File: src/rtl/uart_memdump_ctrl.sv
// ---------------------------------------------------------------------------
// uart_memdump_ctrl
//
// Memory-dump controller. While idle it watches one memory address; when the
// sentinel word appears there (or when start is raised) it walks a window of
// DEPTH words starting at START_ADDR and streams every word to a byte-wide
// UART transmitter as one line of uppercase ASCII hex, optionally prefixed by
// the word address ("AAA: DDDDDDDD" + CR LF).
//
// Ports
//   CLK        clock
//   rst        asynchronous active-high reset
//   start      manual dump request (level, only looked at while idle)
//   mem_data   synchronous read data, valid MEM_LATENCY cycles after mem_addr
//   mem_addr   memory read address (WATCH_ADDR while idle)
//   tx_ready   UART_TX ready / idle
//   tx_send    one-cycle byte strobe to UART_TX
//   tx_data    byte for UART_TX, held until the next byte is emitted
//   busy       high from trigger acceptance until the end of the dump
//   done       one-cycle pulse after the final LF has been accepted
//   dbg_state  current FSM state (state_t encoding) for checkers / waves
//
// UART handshake: the controller pulses tx_send for one cycle only while
// tx_ready is high, then waits for tx_ready to fall (byte accepted) and rise
// again (byte shifted out) before the next byte. The transmitter must drop
// tx_ready within two cycles of tx_send.
// ---------------------------------------------------------------------------
module uart_memdump_ctrl #(
    parameter int          DATA_WIDTH   = 32,
    parameter int          ADDR_WIDTH   = 10,
    parameter int          START_ADDR   = 0,
    parameter int          DEPTH        = 1024,
    parameter int          WATCH_ADDR   = (1 << ADDR_WIDTH) - 1,
    parameter logic [31:0] TRIGGER_WORD = 32'hADE1B055,
    parameter int          MEM_LATENCY  = 1,
    parameter int          ADDR_PREFIX  = 1
) (
    input  logic                  CLK,
    input  logic                  rst,
    input  logic                  start,
    input  logic [DATA_WIDTH-1:0] mem_data,
    output logic [ADDR_WIDTH-1:0] mem_addr,
    input  logic                  tx_ready,
    output logic                  tx_send,
    output logic [7:0]            tx_data,
    output logic                  busy,
    output logic                  done,
    output logic [2:0]            dbg_state
);

    // -----------------------------------------------------------------------
    // Derived constants
    // -----------------------------------------------------------------------
    localparam int ADDR_DIGITS  = (ADDR_WIDTH + 3) / 4;
    localparam int ADDR_PAD_W   = ADDR_DIGITS * 4;
    localparam int DATA_DIGITS  = DATA_WIDTH / 4;
    localparam int PREFIX_CHARS = (ADDR_PREFIX != 0) ? ADDR_DIGITS + 2 : 0;
    localparam int LINE_CHARS   = PREFIX_CHARS + DATA_DIGITS + 2;

    localparam logic [DATA_WIDTH-1:0] TRIG      = DATA_WIDTH'(TRIGGER_WORD);
    localparam logic [ADDR_WIDTH-1:0] WATCH_A   = ADDR_WIDTH'(WATCH_ADDR);
    localparam logic [ADDR_WIDTH-1:0] START_A   = ADDR_WIDTH'(START_ADDR);
    localparam logic [ADDR_WIDTH-1:0] LAST_CNT  = ADDR_WIDTH'(DEPTH - 1);
    localparam logic [2:0]            LAT_LAST  = 3'(MEM_LATENCY - 1);
    localparam logic [2:0]            LAT_FULL  = 3'(MEM_LATENCY);
    localparam logic [5:0]            IDX_LAST  = 6'(LINE_CHARS - 1);

    typedef enum logic [2:0] {
        S_IDLE    = 3'd0,
        S_FETCH   = 3'd1,
        S_LATCH   = 3'd2,
        S_EMIT    = 3'd3,
        S_WAIT_LO = 3'd4,
        S_WAIT_HI = 3'd5,
        S_NEXT    = 3'd6,
        S_FINISH  = 3'd7
    } state_t;

    // -----------------------------------------------------------------------
    // State
    // -----------------------------------------------------------------------
    state_t                  state;
    logic                    armed;
    logic [ADDR_WIDTH-1:0]   word_cnt;
    logic [2:0]              lat_cnt;
    logic [5:0]              char_idx;
    logic [DATA_WIDTH-1:0]   data_q;
    logic [ADDR_WIDTH-1:0]   addr_q;

    assign dbg_state = state;

    // -----------------------------------------------------------------------
    // Character generator: maps char_idx onto the line layout
    // [addr digits ':' ' '] data digits CR LF, most significant nibble first.
    // -----------------------------------------------------------------------
    function automatic logic [7:0] hex_char(input logic [3:0] nib);
        if (nib < 4'd10) return 8'h30 + {4'h0, nib};
        else             return 8'h37 + {4'h0, nib};
    endfunction

    logic [ADDR_PAD_W-1:0] addr_pad;
    logic [ADDR_PAD_W-1:0] addr_shift;
    logic [DATA_WIDTH-1:0] data_shift;
    logic [7:0]            cur_char;
    int                    pos;

    // Zero-extending to whole digits makes unused top address bits read as 0.
    assign addr_pad = ADDR_PAD_W'(addr_q);

    always_comb begin
        pos        = int'(char_idx);
        addr_shift = '0;
        data_shift = '0;
        cur_char   = 8'h0A;
        if (pos < PREFIX_CHARS) begin
            if (pos < ADDR_DIGITS) begin
                addr_shift = addr_pad >> (4 * (ADDR_DIGITS - 1 - pos));
                cur_char   = hex_char(addr_shift[3:0]);
            end else if (pos == ADDR_DIGITS) begin
                cur_char = 8'h3A;
            end else begin
                cur_char = 8'h20;
            end
        end else if (pos < PREFIX_CHARS + DATA_DIGITS) begin
            data_shift = data_q >> (4 * (PREFIX_CHARS + DATA_DIGITS - 1 - pos));
            cur_char   = hex_char(data_shift[3:0]);
        end else if (pos == PREFIX_CHARS + DATA_DIGITS) begin
            cur_char = 8'h0D;
        end else begin
            cur_char = 8'h0A;
        end
    end

    // While idle, lat_cnt counts how long mem_addr has sat on WATCH_ADDR.
    // mem_data only reflects the watched word once MEM_LATENCY cycles have
    // passed; before that it still carries the last dumped word (or whatever
    // the memory held at reset), which must neither trigger nor rearm.
    logic watch_valid;
    assign watch_valid = (lat_cnt == LAT_FULL);

    // -----------------------------------------------------------------------
    // Controller FSM
    // -----------------------------------------------------------------------
    always_ff @(posedge CLK or posedge rst) begin
        if (rst) begin
            state    <= S_IDLE;
            mem_addr <= WATCH_A;
            tx_send  <= 1'b0;
            tx_data  <= 8'h00;
            busy     <= 1'b0;
            done     <= 1'b0;
            armed    <= 1'b1;
            word_cnt <= '0;
            lat_cnt  <= '0;
            char_idx <= '0;
            data_q   <= '0;
            addr_q   <= '0;
        end else begin
            tx_send <= 1'b0;
            done    <= 1'b0;
            case (state)
                S_IDLE: begin
                    mem_addr <= WATCH_A;
                    if (!watch_valid) lat_cnt <= lat_cnt + 3'd1;
                    if (armed && (start || (watch_valid && mem_data == TRIG))) begin
                        armed    <= 1'b0;
                        busy     <= 1'b1;
                        mem_addr <= START_A;
                        word_cnt <= '0;
                        lat_cnt  <= '0;
                        state    <= S_FETCH;
                    end else if (!start && watch_valid && mem_data != TRIG) begin
                        armed <= 1'b1;
                    end
                end
                S_FETCH: begin
                    if (lat_cnt == LAT_LAST) state <= S_LATCH;
                    else                     lat_cnt <= lat_cnt + 3'd1;
                end
                S_LATCH: begin
                    data_q   <= mem_data;
                    addr_q   <= mem_addr;
                    char_idx <= '0;
                    state    <= S_EMIT;
                end
                S_EMIT: begin
                    tx_data <= cur_char;
                    tx_send <= 1'b1;
                    state   <= S_WAIT_LO;
                end
                S_WAIT_LO: begin
                    if (!tx_ready) state <= S_WAIT_HI;
                end
                S_WAIT_HI: begin
                    if (tx_ready) begin
                        if (char_idx == IDX_LAST) begin
                            state <= S_NEXT;
                        end else begin
                            char_idx <= char_idx + 6'd1;
                            state    <= S_EMIT;
                        end
                    end
                end
                S_NEXT: begin
                    if (word_cnt == LAST_CNT) begin
                        state <= S_FINISH;
                    end else begin
                        word_cnt <= word_cnt + 1'b1;
                        mem_addr <= mem_addr + 1'b1;
                        lat_cnt  <= '0;
                        state    <= S_FETCH;
                    end
                end
                S_FINISH: begin
                    done     <= 1'b1;
                    busy     <= 1'b0;
                    mem_addr <= WATCH_A;
                    lat_cnt  <= '0;
                    state    <= S_IDLE;
                end
                default: state <= S_IDLE;
            endcase
        end
    end

endmodule

File: config.mk
export PLATFORM = sky130hd
export DESIGN_NAME = uart_memdump_ctrl
export DESIGN_NICKNAME = d
export VERILOG_FILES = /design/src/rtl/uart_memdump_ctrl.sv
export SDC_FILE = /design/constraint.sdc
export NUM_CORES = 1
export LEC_CHECK = 0
export BUFFER_PORTS_ARGS = -buffer_cell sky130_fd_sc_hd__buf_2
export CAP_MARGIN = 10
export CORE_ASPECT_RATIO = 1.1
export CORE_MARGIN = 10
export CORE_UTILIZATION = 58
export DETAILED_ROUTE_END_ITERATION = 6
export GPL_ROUTABILITY_DRIVEN = 0
export PLACE_DENSITY = 0.8
export RECOVER_POWER = 100
export SYNTH_ARGS = -nofsm -noshare
export SYNTH_HDL_FRONTEND = slang
export SYNTH_SLANG_ARGS = --single-unit
File: constraint.sdc
create_clock -name CLK -period 4.44 [get_ports CLK]
set_input_delay 0.888 -clock CLK [delete_from_list [all_inputs] [get_ports CLK]]
set_output_delay 0.888 -clock CLK [all_outputs]
set_load 0.005 [all_outputs]
==> results of run 1 <==
[critical path: stages, from the launching register on]
cell and delay (ns):
dfrtp_1 0.44, inv_1 0.11, ha_1 0.24, xnor2_1 0.46, mux4_2 0.62, a2111oi_0 0.91, xor2_1 0.15, a21oi_1 0.22
nor2_1 0.06
[kinds of logic after synthesis]
family | share of synthesized area, %
AO/OA/AOI/OAI | 13.5
XOR/XNOR | 1.99
adder cells (fa/ha/maj) | 2.88
flip-flops | 44.8
multiplexers | 16.2
AND/OR/NAND/NOR | 16.5
other | 0.0784
buffers and inverters | 4.03
[power groups by stage]
stage	clock, mW	combinational (mW)	sequential [mW]
after floorplan	0	1.40	1.37
after global placement	0	1.68	1.45
after detailed placement	0	1.74	1.47
after CTS	0.523	1.75	1.46
after global routing	0.560	1.92	1.49
final	0.519	1.71	1.45
[layer usage]
metal | wire length [um] | vias to the layer above
li1 | - | 1783
met1 | 4880 | 1846
met2 | 5450 | 119
met3 | 603 | 13
met4 | 138 | 0
met5 | 0 | -
[sequential cells by signal, summed over array words and instances (netlist names)]
name       cells
char_idx       6
addr_q        10
done           1
tx_send        1
lat_cnt        3
dbg_state      3
word_cnt      10
armed          1
mem_addr      10
data_q        32
tx_data        7
busy           1
[layout make-up]
cell class              instances  area (um^2)
well taps                     108          135
flip-flops and latches         85         2140
multi-input cells             331         2420
clock buffers                   9          124
fillers                       644         2700
clock inverters                 7         58.8
inverters                      20         76.3
repair buffers                 62          300
[placed cells by master, fill, tap and decap left out, drive strengths merged, types with 17 or more instances in the layout]
cell     n
a21oi   22
nor2    36
clkbuf  23
nand3   17
dfrtp   74
buf     48
nand2   36
o21ai   21
inv     20
mux2    47
[stage by stage]
step           setup WS (ns)  std cells  instance area (um^2)  power (mW)  hold WS (ns)
6_report                1.13        622                  5260        3.68         0.485
2_1_floorplan          0.953        457                  4780        2.77         0.467
3_5_place_dp            1.25        606                  5120        3.22         0.469
4_1_cts                 1.33        622                  5310        3.73         0.490
3_3_place_gp            1.45        606                  5120        3.13         0.463
5_1_grt                0.868        622                  5260        3.98         0.524
[worst paths after layout]
kind                             startpoint            to  slack, ns  cells after the start
worst max register to register  char_idx[1]    tx_data[0]       1.13                      8
worst min-delay path             tx_data[5]    tx_data[5]       0.49                      2
max in group asynchronous               rst  dbg_state[1]       1.95                      3
worst max-delay path            char_idx[1]    tx_data[0]       1.13                      8
worst min register to register   tx_data[5]    tx_data[5]       0.49                      2
min in group asynchronous               rst    data_q[14]       1.22                      2
==> flow_summary.yaml, run 1 <==
clock_network:
  cts_max_path_buffers: 2
  clk_pin_slew_ns: 0.09
  clock_latency_ns: 0.36
  numCtsBuffers: 9
  cts_num_sinks: 85
  postCtsSetupBuffers: 0
  h-tree-depth: 3
  cts-root-buf: "clkbuf_8"
  cts_resized: 0
  cts_tree: "yes"
  ctsHoldBuffers: 0
setup_path:
  start_kind: "flip-flop"
  crit_type: "flip-flop to flip-flop"
  cp.arrival_ns: 3.56
  crit_path_max_fanout: 7
  cp_data_required_time_ns: 4.70
  end_kind: "flip-flop"
global_routing:
  antenna_found_initial: 0
  grt_max_degree: 61
  busiest_layer: "met2"
  grt_pass1_vias: 3699
  use_met3_pct: 4.03
  grtUsageMet2_pct: 28.9
  met1_usage_pct: 24.3
  grt_use_total_pct: 18.1
  grt_pass1_wl_mm: 18.4
  gr-total-overflow: 0
routing:
  drc: 0
  avgViaCountPerCell: 6.05
  postRouteAntennaNets: 0
  totalWireLength_mm: 11.1
  vias: 3761
  routedWlPerCell_um: 17.8
  drtIter0Drc: 229
  dr.pass1.iters: 5
layout:
  post-route-util_pct: 66.1
  areaGrowthSynthToFinish_pct: 9.95
  diodes: 0
  nNetsFinal: 556
  final_layout_size_suffix_gt1_share_pct: 25.1
power:
  power_density_mw_per_mm2: 701
  clock_power_share_pct: 14.1
  switching_share_pct: 40.9
  power_frac_comb_pct: 46.5
  internal-power_mw: 2.18
  pwr-share-seq_pct: 39.4
  power_leakage_nw: 2.12
  p_switching_mw: 1.51
  peakVddDrop_v: 0.000395
die:
  coreArea_mm2: 0.00796
  die_area_mm2: 0.0123
  io_pins: 60
  die_width_um: 107
  core.rowCount: 34
  die_y_um: 115
  start_util_pct: 60.1
synthesis:
  synth_edf_count: 0
  synth_cell_type_count: 67
  ys_seq_elements: 85
  ys.flop_type: "dfrtp_1"
  synth_area_per_cell_um2: 10.5
  syn_area_mm2: 0.00478
  synth.largest_area_cell: "dfrtp_1"
  synth_area_leaders: "dfrtp_1 (39%), mux2_2 (11%), dfstp_2 (6.0%)"
  seq_area_frac_synth_pct: 44.8
  synth_top_area_share_pct: 38.7
  yosysMostFrequentCell: "dfrtp_1"
  synth_fp_nets: 504
  synth_common_cells: "dfrtp_1 (74), mux2_2 (47), nand2_1 (36), nor2_1 (36), a21oi_1 (22)"
  synthesis.instances: 457
  synth-async-reset-ratio_pct: 100
  yosys_warnings: 0
timing:
  fin_skew_ns: 0.0115
  slew_viol_final: 110
  setup_viol: 0
  rsz0062_at_grt: "no"
  period_share_pct: 74.5
  tightest_slew_ns: 2.58
  max_freq_mhz: 302
  slew_headroom_pct: -72.7
  fin_tns_setup_ns: 0
  period_minus_slack_ns: 3.31
  hold_viol: 0
worst_hold_path:
  hold_path_class: "flip-flop to flip-flop"
outcome:
  status: "finished, violations left"
  violations: "max-capacitance violations, max-slew violations"
placement:
  port_buffers: 58
  dp_hpwl_mm: 8.20
flow_run:
  max-cap-violations: 2
Note: power is estimated with default switching activity, not from simulation.
==> inputs of run 2 (changes only) <==
Settings changed: ABC_AREA set to 1, CORE_UTILIZATION 58 to 53, PLACE_DENSITY 0.8 to 0.77.
Clock period 4.44 ns to 2.73 ns, I/O delays scaled along.
==> run 2 against run 1 <==
Effect of this change: total power rose by 45%; combinational power rose by 36%; cell count rose by 32%; first-iteration DRC count rose by 7.4%; sequential power rose by 50%; global-route usage rose by 0.50 points; clock skew fell by 0.0027 ns; area after synthesis fell by 0.65%; maximum frequency rose by 34%; wire length rose by 6.5%; die area rose by 7.1%; the run still ends with max-capacitance violations, max-slew violations left; utilization fell by 5.6 points.
==> flow_summary.yaml, run 2 <==
setup_path:
  crit_type: "flip-flop to flip-flop"
  crit_path_max_fanout: 12
  start_kind: "flip-flop"
  r2r_slack_ns: 0.26
  cp.arrival_ns: 2.77
  reg2regPathDepth: 14
  end_kind: "flip-flop"
  r2r_start: "char_idx[1]"
  cp_data_required_time_ns: 3.03
  crit_path_end: "tx_data[2]"
  cp-startpoint: "char_idx[1]"
  r2r_end: "tx_data[2]"
synthesis:
  synth_common_cells: "nand2_1 (189), inv_1 (78), dfrtp_1 (74)"
  synthesis.instances: 643
  synth_area_per_cell_um2: 7.39
  synth_edf_count: 0
  yosys_warnings: 0
  synth-async-reset-ratio_pct: 100
  yosysMostFrequentCell: "nand2_1"
  syn_area_mm2: 0.00475
  ys_seq_elements: 85
  seq_area_frac_synth_pct: 45.1
  synth_cell_type_count: 43
  ys.flop_type: "dfrtp_1"
  synth_area_leaders: "dfrtp_1 (39%), nand2_1 (15%), o21ai_0 (6.2%)"
  synth_fp_nets: 690
  synth_top_area_share_pct: 39.0
  synth.largest_area_cell: "dfrtp_1"
routing:
  avgViaCountPerCell: 5.37
  routedWlPerCell_um: 14.3
  vias: 4415
  postRouteAntennaNets: 0
  dr.pass1.iters: 5
  drtIter0Drc: 246
  drc: 0
  totalWireLength_mm: 11.8
global_routing:
  gr-total-overflow: 0
  met1_usage_pct: 22.5
  grt_use_total_pct: 18.7
  grt_max_degree: 59
  busiest_layer: "met2"
  grt_pass1_wl_mm: 19.9
  grt_pass1_vias: 4282
  grtUsageMet2_pct: 30.6
  use_met3_pct: 4.53
  antenna_found_initial: 0
placement:
  port_buffers: 58
  pre_cts_slack_ns: 0.287
  dp_hpwl_mm: 8.70
  dp.cells: 806
  place_area_mm2: 0.00519
timing:
  period_share_pct: 90.4
  max_freq_mhz: 405
  setup_ws_ns: 0.262
  hold_slack_ns: 0.388
  fin_skew_ns: 0.00874
  tightest_slew_ns: 1.60
  hold_viol: 0
  slew_viol_final: 36
  period_minus_slack_ns: 2.47
  fin_tns_setup_ns: 0
  setup_viol: 0
  slew_headroom_pct: -7.12
  rsz0062_at_grt: "no"
clock_network:
  clk_pin_slew_ns: 0.09
  cts-root-buf: "clkbuf_8"
  ctsHoldBuffers: 0
  cts_tree: "yes"
  h-tree-depth: 3
  postCtsSetupBuffers: 0
  clock_latency_ns: 0.37
  cts_max_path_buffers: 2
  numCtsBuffers: 9
  cts_num_sinks: 85
layout:
  final_layout_size_suffix_gt1_share_pct: 11.9
  diodes: 0
  post-route-util_pct: 60.5
  largest_register: "data_q"
  regArea_mm2: 0.00214
  n_fill_cell: 834
  areaGrowthSynthToFinish_pct: 11.9
  nNetsFinal: 750
  largest_register_ffs: 32
  fin_area_mm2: 0.00531
  instances_no_fill: 822
  final_common_cell: "nand2_1"
  multi_input_area_mm2: 0.00221
  layout_common_cells: "nand2_1 (191), inv_1 (77), dfrtp_1 (74)"
die:
  die_width_um: 110
  die_area_mm2: 0.0132
  coreArea_mm2: 0.00878
  io_pins: 60
  core.rowCount: 36
  die_y_um: 119
  start_util_pct: 54.1
worst_hold_path:
  hold_path_class: "input port to flip-flop"
power:
  power_leakage_nw: 2.64
  peakVddDrop_v: 0.000567
  power_mw: 5.34
  power_density_mw_per_mm2: 1010
flow_run:
  max-cap-violations: 1
outcome:
  violations: "max-capacitance violations, max-slew violations"
  status: "finished, violations left"
-- run 2: cell count changes in the layout (fill, tap and decap cells not counted), sizes merged, moves of 6 or more --
cell	delta
nand2	+157
inv	+60
mux2	-47
o21ai	+41
nand3	+35
nor2	+21
mux2i	-11
o22a	-8
mux4	-6
-- run 2: layout make-up --
class,instances,share of cell area (%)
flip-flops and latches,85,40.3
clock buffers,13,2.99
well taps,114,2.68
clock inverters,3,0.377
multi-input cells,459,41.6
repair buffers,67,6.19
inverters,81,5.84
-- run 2: timing repair --
item                                   in CTS  in global routing
resized for setup                           0                  1
endpoints found under the hold margin       0                  0
setup endpoints to repair                   0                  1
-- run 2: worst min path at each step --
stage | from | to | depth (start not counted)
after floorplan | char_idx[5] | char_idx[5] | 1
after global placement | char_idx[5] | char_idx[5] | 1
after detailed placement | char_idx[5] | char_idx[5] | 1
after CTS | rst | word_cnt[5] | 2
after global routing | mem_data[29] | data_q[29] | 3
final | mem_data[0] | data_q[0] | 3
-- run 2: where the power goes --
| part | total [mW] | internal, mW | switching [mW] |
|---|---|---|---|
| Combinational | 2.32 | 0.833 | 1.49 |
| Sequential | 2.17 | 1.82 | 0.355 |
| Clock | 0.846 | 0.380 | 0.466 |
-- run 2: logic make-up after synthesis --
kind of cell	count (synthesis)	synth area share [%]
AO/OA/AOI/OAI	109	12.7
buffers and inverters	99	8.22
adder cells (fa/ha/maj)	11	2.90
flip-flops	85	45.1
XOR/XNOR	4	0.738
AND/OR/NAND/NOR	334	30.3
other	1	0.0790
-- run 2: layer usage --
layer	vias to the layer above	wire length, um
met3	30	692
li1	2197	-
met1	2079	5090
met4	0	341
met2	109	5670
met5	-	0
-- run 2: worst max-delay path, stage by stage (launching register included) --
cell,delay (ns)
dfrtp_1,0.39
inv_1,0.10
ha_2,0.41
buf_4,0.20
o21ai_0,0.10
o211ai_1,0.17
nand3_1,0.16
ha_1,0.25
inv_1,0.06
nand4_1,0.11
nand2_1,0.11
nand3_1,0.07
nand3_1,0.10
nand2_1,0.05
a21oi_1,0.12
